===== config.mk =====
export PLATFORM = sky130hd
export DESIGN_NAME = gol_gen_ctrl
export DESIGN_NICKNAME = d
export VERILOG_FILES = /design/src/rtl/gol_pkg.sv /design/src/rtl/gol_tick_div.sv /design/src/rtl/gol_gen_ctrl.sv
export SDC_FILE = /design/constraint.sdc
export NUM_CORES = 1
export LEC_CHECK = 0
export ABC_AREA = 1
export CAP_MARGIN = 20
export CORE_MARGIN = 5
export CORE_UTILIZATION = 25
export CTS_CLUSTER_SIZE = 12
export DETAILED_ROUTE_END_ITERATION = 6
export HOLD_SLACK_MARGIN = 0.15
export PLACE_DENSITY = 0.57
export SETUP_SLACK_MARGIN = 0.5
export SYNTH_ARGS = -nofsm -noshare
export SYNTH_HDL_FRONTEND = slang
export SYNTH_SLANG_ARGS = --single-unit

===== constraint.sdc =====
create_clock -name i_clk -period 2.71 [get_ports i_clk]
set_input_delay 0.4065 -clock i_clk [delete_from_list [all_inputs] [get_ports i_clk]]
set_output_delay 0.4065 -clock i_clk [all_outputs]
set_load 0.05 [all_outputs]

===== src/rtl/gol_pkg.sv =====
// Shared types for the Game-of-Life generation sequencer.
package gol_pkg;
    localparam int GRID_W = 64;
    localparam int ROWS   = 8;
    localparam int COLS   = 8;

    typedef logic [GRID_W-1:0] grid_t;

    typedef enum logic [1:0] {
        IDLE = 2'd0,
        RUN  = 2'd1,
        HALT = 2'd2
    } state_t;
endpackage


===== src/rtl/gol_tick_div.sv =====
// Generation pacing counter: counts 0..TICK_DIV-1 while enabled, tick on the last count.
module gol_tick_div #(
    parameter int TICK_DIV = 1
) (
    input  logic i_clk,
    input  logic i_rst_n,
    input  logic i_clr,
    input  logic i_en,
    output logic o_tick
);
    localparam int CW = (TICK_DIV > 1) ? $clog2(TICK_DIV) : 1;
    localparam logic [CW-1:0] LAST = CW'(TICK_DIV - 1);

    logic [CW-1:0] r_cnt;
    logic          w_last;

    assign w_last = (r_cnt == LAST);
    assign o_tick = i_en && w_last;

    always_ff @(posedge i_clk or negedge i_rst_n) begin
        if (!i_rst_n) begin
            r_cnt <= '0;
        end else if (i_clr) begin
            r_cnt <= '0;
        end else if (i_en) begin
            r_cnt <= w_last ? '0 : r_cnt + CW'(1);
        end
    end
endmodule


===== src/rtl/gol_gen_ctrl.sv =====
// Generation sequencer: holds the board, steps it through the external datapath,
// and halts on still life, extinction, period-2 oscillation or the generation limit.
module gol_gen_ctrl
    import gol_pkg::*;
#(
    parameter int               GEN_W    = 16,
    parameter logic [GEN_W-1:0] MAX_GEN  = 16'hFFFF,
    parameter int               TICK_DIV = 1
) (
    input  logic             i_clk,
    input  logic             i_rst_n,
    input  grid_t            i_seed,
    input  logic             i_load,
    input  logic             i_start,
    input  logic             i_stop,
    input  logic             i_step,
    input  grid_t            i_grid_evolve,
    output grid_t            o_grid,
    output logic [GEN_W-1:0] o_gen_count,
    output logic             o_gen_tick,
    output logic             o_running,
    output logic             o_halted,
    output logic             o_stable,
    output logic             o_extinct,
    output logic             o_osc2,
    output logic             o_maxed
);
    state_t           r_state, w_state_n;
    grid_t            r_grid, w_grid_n;
    grid_t            r_prev, w_prev_n;
    logic [GEN_W-1:0] r_gen, w_gen_n, w_gen_inc;
    logic             r_gtick, w_gtick_n;
    logic             r_stable, r_extinct, r_osc2, r_maxed;
    logic             w_stable_n, w_extinct_n, w_osc2_n, w_maxed_n;
    logic             w_clr, w_en, w_tick, w_eval;

    gol_tick_div #(.TICK_DIV(TICK_DIV)) u_tick_div (
        .i_clk   (i_clk),
        .i_rst_n (i_rst_n),
        .i_clr   (w_clr),
        .i_en    (w_en),
        .o_tick  (w_tick)
    );

    assign w_gen_inc = r_gen + GEN_W'(1);

    always_comb begin
        w_state_n   = r_state;
        w_grid_n    = r_grid;
        w_prev_n    = r_prev;
        w_gen_n     = r_gen;
        w_gtick_n   = 1'b0;
        w_stable_n  = r_stable;
        w_extinct_n = r_extinct;
        w_osc2_n    = r_osc2;
        w_maxed_n   = r_maxed;
        w_clr       = 1'b0;
        w_en        = 1'b0;
        w_eval      = 1'b0;

        if (i_load) begin
            w_state_n   = IDLE;
            w_grid_n    = i_seed;
            w_prev_n    = i_seed;
            w_gen_n     = '0;
            w_stable_n  = 1'b0;
            w_extinct_n = 1'b0;
            w_osc2_n    = 1'b0;
            w_maxed_n   = 1'b0;
            w_clr       = 1'b1;
        end else begin
            case (r_state)
                IDLE: begin
                    // stop outranks start/step even though it has no effect of its own here
                    if (!i_stop && i_start) begin
                        w_state_n = RUN;
                        w_clr     = 1'b1;
                    end else if (!i_stop && i_step) begin
                        w_eval = 1'b1;
                    end
                end
                RUN: begin
                    if (i_stop) begin
                        w_state_n = IDLE;
                        w_clr     = 1'b1;
                    end else begin
                        w_en   = 1'b1;
                        w_eval = w_tick;
                    end
                end
                default: ;
            endcase
        end

        if (w_eval) begin
            if (i_grid_evolve == r_grid) begin
                w_stable_n = 1'b1;
                w_state_n  = HALT;
            end else begin
                w_prev_n  = r_grid;
                w_grid_n  = i_grid_evolve;
                w_gen_n   = w_gen_inc;
                w_gtick_n = 1'b1;
                if (i_grid_evolve == '0) begin
                    w_extinct_n = 1'b1;
                    w_state_n   = HALT;
                end else if (i_grid_evolve == r_prev && r_gen != '0) begin
                    w_osc2_n  = 1'b1;
                    w_state_n = HALT;
                end
                if (w_gen_inc == MAX_GEN) begin
                    w_maxed_n = 1'b1;
                    w_state_n = HALT;
                end
            end
        end
    end

    always_ff @(posedge i_clk or negedge i_rst_n) begin
        if (!i_rst_n) begin
            r_state   <= IDLE;
            r_grid    <= '0;
            r_prev    <= '0;
            r_gen     <= '0;
            r_gtick   <= 1'b0;
            r_stable  <= 1'b0;
            r_extinct <= 1'b0;
            r_osc2    <= 1'b0;
            r_maxed   <= 1'b0;
        end else begin
            r_state   <= w_state_n;
            r_grid    <= w_grid_n;
            r_prev    <= w_prev_n;
            r_gen     <= w_gen_n;
            r_gtick   <= w_gtick_n;
            r_stable  <= w_stable_n;
            r_extinct <= w_extinct_n;
            r_osc2    <= w_osc2_n;
            r_maxed   <= w_maxed_n;
        end
    end

    assign o_grid      = r_grid;
    assign o_gen_count = r_gen;
    assign o_gen_tick  = r_gtick;
    assign o_running   = (r_state == RUN);
    assign o_halted    = (r_state == HALT);
    assign o_stable    = r_stable;
    assign o_extinct   = r_extinct;
    assign o_osc2      = r_osc2;
    assign o_maxed     = r_maxed;
endmodule


==> metrics.cfg <==
[status]
status=completed

[min_path]
hold_path.class=primary input to register
holdCritStartpoint=i_grid_evolve[2]

[floorplan]
rows=72
start_util=0.254
die_w_um=209
num_io_pins=221
die_area_um2=43500
die_h_um=209
core_area_um2=38800

[placed_design]
dp_hpwl_um=23900
dpl-instance-area_um2=13200
io_buffers=220
gp_congestion=0.816

[setup_path]
cp-startpoint=o_grid[0]$_DFF_PN0_
crit_end=o_grid[0]
critPathArrivalTime_ns=1.76
rrSetupSlack_ns=0.66
rr_worst_depth=14
crit_cells=1
worstSetupEndpointType=output pin
critPathMaxStageDelay_ns=0.88
cp_data_required_time_ns=2.30
crit_path_start_kind=register
path_cells=clkdlybuf4s50_1
cp_slowest_cell=clkdlybuf4s50_1
crit_path_max_fanout=5
crit_buf_inv=1
r2r_end=o_gen_count[6]$_DFF_PN0_
crit_family=buffers and inverters
r2r_start=o_grid[4]$_DFF_PN0_
critPathKind=register to output pin

[routing]
drtPass1Iterations=5
drt_iter0_markers=502
ant_nets=0
wirelength_um=33800
vias_per_cell=4.31
wl_per_cell_um=14.5
remaining_drc_errors=0
dr_total_vias=10000

[timing]
min_period_over_period=0.799
finalSetupViolCount=0
rsz0062_at_grt=yes
period_needed_ns=2.17
hold_viol_final=0
tightestPinTransition_ns=0.625
fmax_mhz=462
whs_ns=0.292
maxSlewViolCount=0
skew_ns=0.0125
relSlewSlack=0.582

[job]
max_cap_viol_count=0

[clocking]
path_clk_slew_ns=0.06
cts_inserted_buffers=17
tritoncts=built
clockRootBuffer=clkbuf_16
clkLatencyLatePin_ns=0.44
cts_max_level=4
clk_path_buf_depth=2
clock-sinks=151

[global_route]
antenna_found_initial=3
grt_first_pass_wirelength_um=50900
grt_usage=0.144
grt_pass1_vias=9648
grt_max_degree=88
gr-total-overflow=0

[final_layout]
area_delta_synth_final_pct=47.0
layout_common_cells=nand2_1 (411), inv_1 (250), clkdlybuf4s50_1 (184)
fin_area_um2=14500
mostFrequentLayoutCell=nand2_1
final_layout_size_suffix_gt1_frac=0.149
fin_nets=1935

[pwr]
p_leak_nw=7.92
switching_share=0.337
seq_power_share=0.362
p_int_mw=5.05
power_switching_mw=2.57
powerDensity_nw_per_um2=526
combPwrFrac=0.295
clkPwrFrac=0.342
irDropWorstVdd_mv=0.351

[synth]
syn_nets=1623
syn_avg_cell_area_um2=6.63
postSynthCellCount=1486
ys_async_sr_fraction=1.00
synth-edff-count=0
ys_ff_latch=151
synth_top_cell_area_share=0.383
ys_top_cells_by_area=dfrtp_1 (38%), nand2_1 (16%), inv_1 (9.6%)
netlist_area_um2=9860
yosys.cell_types.count=27
synth_top_cell_by_area=dfrtp_1
yosysSeqAreaShare=0.383
yosys_warnings=0
synth_ff_type=dfrtp_1

[metal layers]
layer  GRT usage  up-vias  wire length (um)
li1            -     5127                 -
met1       0.193     4646             15900
met2       0.239      226             15800
met3      0.0310       31              1490
met4      0.0378        2               569
met5           0        -                13
[synthesized netlist by cell type, drive strengths merged (9+ instances only)]
cell,count
xor2,58
nor2,112
buf,25
nand4,14
dfrtp,151
a21oi,131
nand3,29
nand2,432
inv,308
xnor2,26
nor3,9
o21ai,149
clkbuf,28
[worst min-delay path: cells and delay by family]
kind | cells | cell delay [ns]
compound gates | 1 | 0.09
buf+inv | 2 | 0.20
[worst min path at each step]
stage,endpoint,slack (ns),depth (start not counted)
final,o_grid[2]$_DFF_PN0_,0.29,3
after global routing,o_grid[7]$_DFF_PN0_,0.30,3
after CTS,o_grid[63]$_DFF_PN0_,0.43,3
after detailed placement,r_prev[5]$_DFF_PN0_,0.44,2
after global placement,r_prev[5]$_DFF_PN0_,0.44,2
after floorplan,o_extinct$_DFF_PN0_,0.11,0
[cell type report]
type,instances,area (um^2)
multi-input combinational,972,4750
sequential,151,3780
fill,4084,24300
tap,518,648
clock buffer,18,429
inverter,311,1170
antenna,2,5.00
timing repair buffer,345,3510
clock inverter,10,181
[power groups by stage]
stage | Clock [mW] | Sequential (mW) | Combinational (mW)
2_1_floorplan | 0 | 3.16 | 0.891
6_report | 2.61 | 2.76 | 2.25
4_1_cts | 2.69 | 2.76 | 2.18
3_5_place_dp | 0 | 2.80 | 2.17
5_1_grt | 2.77 | 2.80 | 2.49
3_3_place_gp | 0 | 2.79 | 2.13
[sequential cells by signal, summed over array words and instances (netlist names)]
name and cells:
o_extinct 1, o_gen_count 16, o_gen_tick 1, o_grid 64
o_maxed 1, o_osc2 1, o_stable 1, r_prev 64
r_state 2
[stage by stage]
step	TNS, ns	setup WS [ns]	power (mW)	std cells	utilization
floorplan	0	0.668	4.05	1486	-
global placement	-26.23	-0.256	4.93	2268	0.341
detailed placement	-30.81	-0.282	4.96	2268	0.341
CTS	0	0.472	7.63	2299	0.358
global route	0	0.486	8.06	2326	0.373
finish	0	0.544	7.62	2327	0.373
[logic make-up (layout without fill, tap and decap cells)]
logic type	after synthesis	after routing	share of synthesized area
buf+inv	364	684	0.149
compound gates	284	284	0.149
simple gates	600	601	0.241
fa+ha+maj	3	3	0.00381
other cells	0	2	0
flops	151	151	0.383
xor+xnor	84	84	0.0746
[what timing repair did]
action	CTS	global route
endpoints found under the hold margin	151	0
pin swaps	1	11
buffers inserted	1	15
setup endpoints to repair	151	154
hold buffers	1	0
gates resized for setup	22	88
gates cloned	1	11
Power figures use the tool's default switching activity.
